==> src/rtl/mips_core_pkg.sv <==
// Shared MIPS core types: memory access kind, atomic result, LL/SC monitor state.
package mips_core_pkg;

    typedef enum logic {
        READ  = 1'b0,
        WRITE = 1'b1
    } MemAccessType;

    typedef enum logic [1:0] {
        NOT_ATOMIC  = 2'd0,
        ATOMIC_FAIL = 2'd1,
        ATOMIC_PASS = 2'd2
    } AtomicStatus;

    typedef enum logic [1:0] {
        LLSC_IDLE      = 2'd0,
        LLSC_ARMED     = 2'd1,
        LLSC_SC_COMMIT = 2'd2
    } LlscState;

endpackage

==> src/rtl/llsc_timeout_counter.sv <==
// Reservation lifetime counter; only built when LLSC_TIMEOUT_EN is defined.
// Counts while enabled, zeroes on clear, flags the last cycle of the lifetime.
`ifdef LLSC_TIMEOUT_EN
module llsc_timeout_counter #(
    parameter int unsigned TIMEOUT_CYCLES = 1024
) (
    input  logic clk,
    input  logic rst_n,
    input  logic enable,
    input  logic clear,
    output logic expire_c
);

    localparam int unsigned CNT_W = (TIMEOUT_CYCLES > 2) ? $clog2(TIMEOUT_CYCLES) : 1;
    localparam logic [CNT_W-1:0] LAST = CNT_W'(TIMEOUT_CYCLES - 1);

    logic [CNT_W-1:0] cnt;

    // Age counter: restart on a new LL, advance only while the reservation is armed
    always_ff @(posedge clk or negedge rst_n) begin
        if (!rst_n) begin
            cnt <= '0;
        end else if (clear) begin
            cnt <= '0;
        end else if (enable) begin
            cnt <= cnt + CNT_W'(1);
        end
    end

    assign expire_c = enable & ~clear & (cnt == LAST);

endmodule
`endif

==> src/rtl/llsc_reservation_unit.sv <==
// LL/SC reservation monitor for the MEM stage: holds one granule reservation,
// gates SC writes to the d-cache and reports the atomic result to writeback.
// Optional reservation timeout: define LLSC_TIMEOUT_EN.
module llsc_reservation_unit
    import mips_core_pkg::*;
#(
    parameter int unsigned ADDR_WIDTH     = 32,
    parameter int unsigned GRANULE_BITS   = 4,
    parameter int unsigned TIMEOUT_CYCLES = 1024
) (
    input  logic                               clk,
    input  logic                               rst_n,
    input  logic                               flush,
    input  logic                               req_valid,
    output logic                               req_ready,
    input  MemAccessType                       req_type,
    input  logic                               req_ll,
    input  logic                               req_sc,
    input  logic [ADDR_WIDTH-1:0]              req_addr,
    input  logic                               cache_ready,
    output logic                               cache_wr_en,
    input  logic                               cache_wr_done,
    input  logic                               inv_valid,
    input  logic [ADDR_WIDTH-1:0]              inv_addr,
    output logic                               status_valid,
    output AtomicStatus                        atomic_status,
    output logic [31:0]                        sc_result,
    output logic                               rsv_valid,
    output logic [ADDR_WIDTH-GRANULE_BITS-1:0] rsv_granule
);

    localparam int unsigned GW = ADDR_WIDTH - GRANULE_BITS;

    LlscState       state;
    logic           accept;
    logic           ll_acc;
    logic           sc_acc;
    logic           wr_acc;
    logic           sc_pass;
    logic           req_match;
    logic           inv_match;
    logic           rsv_clear;
    logic           timeout_expire;
    logic [GW-1:0]  req_granule;
    logic [GW-1:0]  inv_granule;
    logic           unused_bits;

    assign req_granule = req_addr[ADDR_WIDTH-1:GRANULE_BITS];
    assign inv_granule = inv_addr[ADDR_WIDTH-1:GRANULE_BITS];
    assign unused_bits = ^{req_addr[GRANULE_BITS-1:0], inv_addr[GRANULE_BITS-1:0], 32'(TIMEOUT_CYCLES)};

    // Request handshake and operation decode
    always_comb begin
        req_ready   = (state != LLSC_SC_COMMIT);
        accept      = req_valid & req_ready & cache_ready & ~flush;
        ll_acc      = accept & req_ll & (req_type == READ);
        sc_acc      = accept & req_sc & (req_type == WRITE);
        wr_acc      = accept & ~req_sc & (req_type == WRITE);
        req_match   = (req_granule == rsv_granule);
        inv_match   = inv_valid & (inv_granule == rsv_granule);
        sc_pass     = sc_acc & (state == LLSC_ARMED) & req_match & ~inv_match;
        cache_wr_en = sc_pass | wr_acc;
        rsv_clear   = (state == LLSC_ARMED) & ((wr_acc & req_match) | inv_match | timeout_expire);
    end

`ifdef LLSC_TIMEOUT_EN
    llsc_timeout_counter #(
        .TIMEOUT_CYCLES (TIMEOUT_CYCLES)
    ) u_timeout (
        .clk      (clk),
        .rst_n    (rst_n),
        .enable   (state == LLSC_ARMED),
        .clear    (ll_acc),
        .expire_c (timeout_expire)
    );
`else
    assign timeout_expire = 1'b0;
`endif

    // Reservation FSM: a pending SC commit finishes ahead of flush; flush beats LL/SC;
    // an SC is judged before any same-cycle timeout or conflict clears the reservation
    always_ff @(posedge clk or negedge rst_n) begin
        if (!rst_n) begin
            state         <= LLSC_IDLE;
            rsv_valid     <= 1'b0;
            rsv_granule   <= '0;
            status_valid  <= 1'b0;
            atomic_status <= NOT_ATOMIC;
            sc_result     <= '0;
        end else begin
            status_valid <= 1'b0;
            if (state == LLSC_SC_COMMIT) begin
                if (cache_wr_done) begin
                    state         <= LLSC_IDLE;
                    status_valid  <= 1'b1;
                    atomic_status <= ATOMIC_PASS;
                    sc_result     <= 32'd1;
                end
            end else if (flush) begin
                state     <= LLSC_IDLE;
                rsv_valid <= 1'b0;
            end else if (ll_acc) begin
                state       <= LLSC_ARMED;
                rsv_valid   <= 1'b1;
                rsv_granule <= req_granule;
            end else if (sc_acc) begin
                rsv_valid <= 1'b0;
                if (sc_pass) begin
                    state <= LLSC_SC_COMMIT;
                end else begin
                    state         <= LLSC_IDLE;
                    status_valid  <= 1'b1;
                    atomic_status <= ATOMIC_FAIL;
                    sc_result     <= 32'd0;
                end
            end else if (rsv_clear) begin
                state     <= LLSC_IDLE;
                rsv_valid <= 1'b0;
            end
        end
    end

endmodule

==> config.mk <==
export PLATFORM = sky130hd
export DESIGN_NAME = llsc_reservation_unit
export DESIGN_NICKNAME = d
export VERILOG_FILES = /design/src/rtl/mips_core_pkg.sv /design/src/rtl/llsc_timeout_counter.sv /design/src/rtl/llsc_reservation_unit.sv
export SDC_FILE = /design/constraint.sdc
export NUM_CORES = 1
export LEC_CHECK = 0
export ABC_AREA = 1
export BUFFER_PORTS_ARGS = -buffer_cell sky130_fd_sc_hd__buf_2
export CAP_MARGIN = 20
export CORE_UTILIZATION = 46
export CTS_CLUSTER_SIZE = 30
export DETAILED_ROUTE_END_ITERATION = 8
export PLACE_DENSITY_LB_ADDON = 0.2
export SYNTH_ARGS = -nofsm -noshare
export SYNTH_HDL_FRONTEND = slang
export SYNTH_SLANG_ARGS = --single-unit
==> constraint.sdc <==
create_clock -name clk -period 2.2 [get_ports clk]
set_clock_uncertainty 0.2 [all_clocks]
set_input_delay 0.33 -clock clk [delete_from_list [all_inputs] [get_ports clk]]
set_output_delay 0.33 -clock clk [all_outputs]
set_load 0.02 [all_outputs]
Word level (Yosys, flattened, before mapping) --
Index checks and enable logic that the tools add are counted.
Word-level totals: register bits 66, word-level logic and storage cells 73
Cells by class: multiplexer cells 29, reduce and logical (&&, ||, !) cells 7, equality and inequality tests 9, bitwise logic cells 22
Operators by type and width (count):
- 32-bit 2-to-1 mux | 6
- 28-bit == test | 2
- 2-bit 2-to-1 mux | 13
- 1-bit AND | 15
- 1-bit 2-to-1 mux | 10
- 2-bit by 1-bit != test with 1-bit output, second input constant | 3
- 1-bit NOT | 5
- 5-bit AND reduction | 1
- 5-bit nonzero test | 1
- 2-bit != test, second input constant | 2
- 2-bit AND reduction | 2
- 4-bit nonzero test | 1
- 3-bit AND reduction | 1
- 2-bit by 1-bit == test with 1-bit output, second input constant | 1
- 2-bit == test, second input constant | 1
- 1-bit bitwise OR | 2
- 2-bit nonzero test | 1

Logic depth before layout (Yosys ltp) --
depth after elaboration 14, mapped depth 14

Worst setup path before layout --
OpenSTA, ideal clock, no wires.
path type register to output, start register rsv_granule[9], end output port cache_wr_en, path slack 298 ps, arrival time 1372 ps, stages on the path, launching flop included 11, path buffers 0, required time 1670 ps, cell sequence dfrtp_1 -> inv_1 -> nand2_1 -> nand2_1 -> nand2_1 -> nor2_1 -> nand2_1 -> nor2_1 -> and2_1 -> nand3b_4 -> nand2_1
On the way: longest elaborated chain between the ends 5, elaborated cells on any way between the ends 7, classes of those cells eq/ne: 2; bitwise: 5
Ends and longest elaborated chain:
- start: declaration | line llsc_reservation_unit.sv:29 | output logic [ADDR_WIDTH-GRANULE_BITS-1:0] rsv_granule
- start signal: assignment | line llsc_reservation_unit.sv:105 | rsv_granule <= req_granule;
- 28-bit == test | line llsc_reservation_unit.sv:60 | inv_match = inv_valid & (inv_granule == rsv_granule);
- 1-bit AND | line llsc_reservation_unit.sv:60
- 1-bit NOT | line llsc_reservation_unit.sv:61 | sc_pass = sc_acc & (state == LLSC_ARMED) & req_match & ~inv_match;
- 1-bit AND * | line llsc_reservation_unit.sv:61
- 1-bit bitwise OR * | line llsc_reservation_unit.sv:62 | cache_wr_en = sc_pass | wr_acc;
- end: declaration | line llsc_reservation_unit.sv:21 | output logic cache_wr_en,
Every way passes the cells marked *; elsewhere a longest branch is shown, timed or not.

Worst setup path in the final report --
start register rsv_granule[21], end output port cache_wr_en
The elaborated chain is that of the path after synthesis.

==> run_results.csv <==
group,metric,value,unit
sta,holdWs,0.0604,ns
global_routing,grt_usage,21.8,%
routing,firstDrtPassIters,4,
critical_path,crit_start,"rsv_granule[21]$_DFFE_PN0P_",
routing,drt-wirelength-per-cell,11.2,um
final_layout,n_antenna_cell,0,
job,maxCapViolations,0,
clock_tree,cts.root.buffer_cell,"clkbuf_8",
critical_path,crit_type,"flip-flop to output pin",
synthesis,yosysUniqueCellTypes,30,
pwr,p_clk_share,27.6,%
synthesis,syn_avg_cell_area,6.74,sq um
place,dp_cells,563,
floorplanning,fp.dieH,78.0,um
clock_tree,clockBufferDepth,2,
sta,setup_viol,1,
pwr,intPower,1.64,mW
synthesis,synth_most_common_cell,"nand2_1",
pwr,power.share.switching,38.0,%
critical_path,cp.arrival,1.73,ns
sta,fmax,443,MHz
place,hpwl,5190,um
global_routing,grt_start_max_net_pins,35,
pwr,p_per_area,781,nW/um^2
clock_tree,clock_sinks,34,
routing,wl_met1,2800,um
routing,drt_iter0_drc,118,
sta,slew_viol_final,0,
routing,met2_length,3100,um
sta,period_minus_slack,2.26,ns
synthesis,synth_common_cells,"nand2_1, inv_1, buf_4, dfrtp_1, xnor2_1",
sta,fin_ws,-0.0598,ns
floorplanning,dieArea,6080,sq um
routing,routed_wl,6500,um
routing,top_layer,"met4",
synthesis,synth.top_cell.area_share,32.1,%
routing,antenna_left,0,
routing,vias,2653,
pwr,combPwrFrac,38.7,%
clock_tree,cts_buffers,5,
final_layout,drive_above_1_share,30.8,%
synthesis,ys_top_cells_by_area,"dfrtp_1, nand2_1, buf_4, xnor2_1, inv_1",
routing,vias_per_cell,4.58,
synthesis,synth_top_cell_by_area,"dfrtp_1",
synthesis,yosys_warnings,0,
synthesis,seq_area_frac_synth,32.1,%
clock_tree,clk_latency,0.29,ns
sta,rsz0062_at_grt,"yes",
critical_path,r2r_start,"rsv_granule[21]$_DFFE_PN0P_",
floorplanning,std_cell_rows,27,
synthesis,synth_ff_type,"dfrtp_1",
pwr,switchingPower,1.01,mW
final_layout,final_util,61.2,%
global_routing,antenna_found_initial,0,
final_layout,nNetsFinal,580,
sta,hold_viol,0,
floorplanning,initial_core_util,47.9,%
worst_hold_path,min_from,"req_addr[14]",
global_routing,grt_pass1_vias,2332,
global_routing,grt_pass1_wl,10300,um
critical_path,cp_data_required_time,1.67,ns
global_routing,overflow,0,
synthesis,synthesis.area,2650,sq um
synthesis,synth_edf_count,0,
clock_tree,htreeDepth,2,
place,io_buffers,100,
routing,post-route-drc-count,0,
floorplanning,design.core.area,5540,sq um
worst_hold_path,hold_path_class,"input port to flip-flop",
place,routabilityCongestion,0.857,
critical_path,crit_path_max_fanout,4,
floorplanning,die_w,78.0,um
synthesis,async_flop_share,100,%
pwr,p_seq_share,33.7,%
sta,timing.final.crit_share,103,%
pwr,peakVddDrop,0.413,mV
pwr,totalPowerFinal,2.65,mW
routing,wl_met3,522,um
place,place_ws,0.131,ns
floorplanning,io_pins,140,
run_status,outcome,"finished with violations",
critical_path,worstSetupEndpointType,"output pin",
pwr,leakagePower,1.90,nW
final_layout,fin_cells,579,
critical_path,cp-start-kind,"flip-flop",
final_layout,n_fill_cell,539,
run_status,violations,"negative setup slack",
clock_tree,clk_pin_slew,0.08,ns
synthesis,synth_seq_cells,34,
final_layout,area_growth,27.9,%
synthesis,synth_cells,394,
clock_tree,tritoncts,"built",
-- through the flow --
step	cell area, sq um	TNS, ns
2_1_floorplan	2770	0
3_3_place_gp	3120	0
3_5_place_dp	3120	0
4_1_cts	3340	-0.0738
5_1_grt	3390	-0.172
6_report	3390	-0.0598
-- timing repair --
action                                  4_1_cts  5_1_grt
pin swaps                                     7        5
resized for setup                             9       14
endpoints found under the hold margin        34        0
endpoints found under the setup margin        1        1
hold buffers                                  1        0
cloned                                        0        0
setup buffers                                 5        2
-- worst paths after layout --
path	end	slack, ns	depth (start not counted)
setup / recovery	cache_wr_en	-0.06	11
hold / removal	rsv_granule[10]$_DFFE_PN0P_	0.06	3
setup reg to reg	rsv_valid$_DFFE_PN0P_	0.26	16
hold reg to reg	rsv_valid$_DFFE_PN0P_	0.27	2
max in group asynchronous	rsv_granule[1]$_DFFE_PN0P_	1.04	3
min in group asynchronous	rsv_granule[14]$_DFFE_PN0P_	0.41	3
-- state kept, by name, summed over array words and instances (netlist names) --
name,count
state,2
status_valid,1
atomic_status,1
sc_result,1
rsv_valid,1
rsv_granule,28
-- logic make-up (layout without fill, tap and decap cells) --
group	count (synthesis)	in the layout	synth area share [%]
AOI/OAI and AO/OA	21	21	4.05
xor gates and xnor gates	27	27	8.91
buffers and inverters	88	171	17.4
DFF	34	34	32.1
other	1	31	0.141
and+or+nand+nor	223	223	37.5
-- layout make-up --
class                   count  area [sq um]  area share, %
multi-input cells         302          1510           44.5
repair buffers            113           607           17.9
inverters                  50           188           5.53
clock inverters             2          60.1           1.77
clock buffers               6          82.6           2.43
flip-flops and latches     34           856           25.2
well taps                  72          90.1           2.65
-- worst max-delay path, cell delays in order (launching register included) --
cell,delay [ns]
dfrtp_1,0.41
inv_1,0.10
nand2_1,0.06
nand2_1,0.06
nand2_1,0.04
nor2_1,0.10
nand2_1,0.08
nor2_2,0.14
and2_4,0.18
nand3b_4,0.08
nand2_2,0.07
buf_6,0.11
-- layer usage --
layer | vias to the layer above | track usage [%]
li1 | 1369 | -
met1 | 1161 | 27.6
met2 | 114 | 37.5
met3 | 9 | 4.12
met4 | 0 | 6.67
met5 | - | 0
-- cells in the final DEF, fill, tap and decap left out --
master and count:
nand4_1 12, or2_2 4, nand3_4 1, nor2_1 20, nor2_2 7, buf_6 1
nor3_2 1, clkbuf_8 6, nor3b_1 2, o21ai_1 1, or2_1 2, nor3b_4 1
bufinv_16 2, inv_2 6, nand2_1 146, nand3b_1 1, nand2_2 3, xor2_1 2
or2_4 1, inv_1 44, nor2_4 1, o21ai_0 19, nand3_1 12, nor4_1 1
conb_1 31, dfrtp_1 30, nand3b_4 1, and2_4 1, dfrtp_2 4, o211ai_1 1
xnor2_2 5, nor3_1 6, buf_4 12, buf_2 99, xnor2_1 20, dlygate4sd3_1 1
-- power by group through the flow --
| stage | registers [mW] | logic [mW] | clock network [mW] |
|---|---|---|---|
| 6_report | 0.893 | 1.03 | 0.731 |
| 5_1_grt | 0.914 | 1.14 | 0.768 |
| 4_1_cts | 0.884 | 1.01 | 0.739 |
| 3_5_place_dp | 0.892 | 0.974 | 0 |
| 3_3_place_gp | 0.887 | 0.962 | 0 |
| 2_1_floorplan | 1.03 | 0.537 | 0 |
Power figures use the tool's default switching activity.
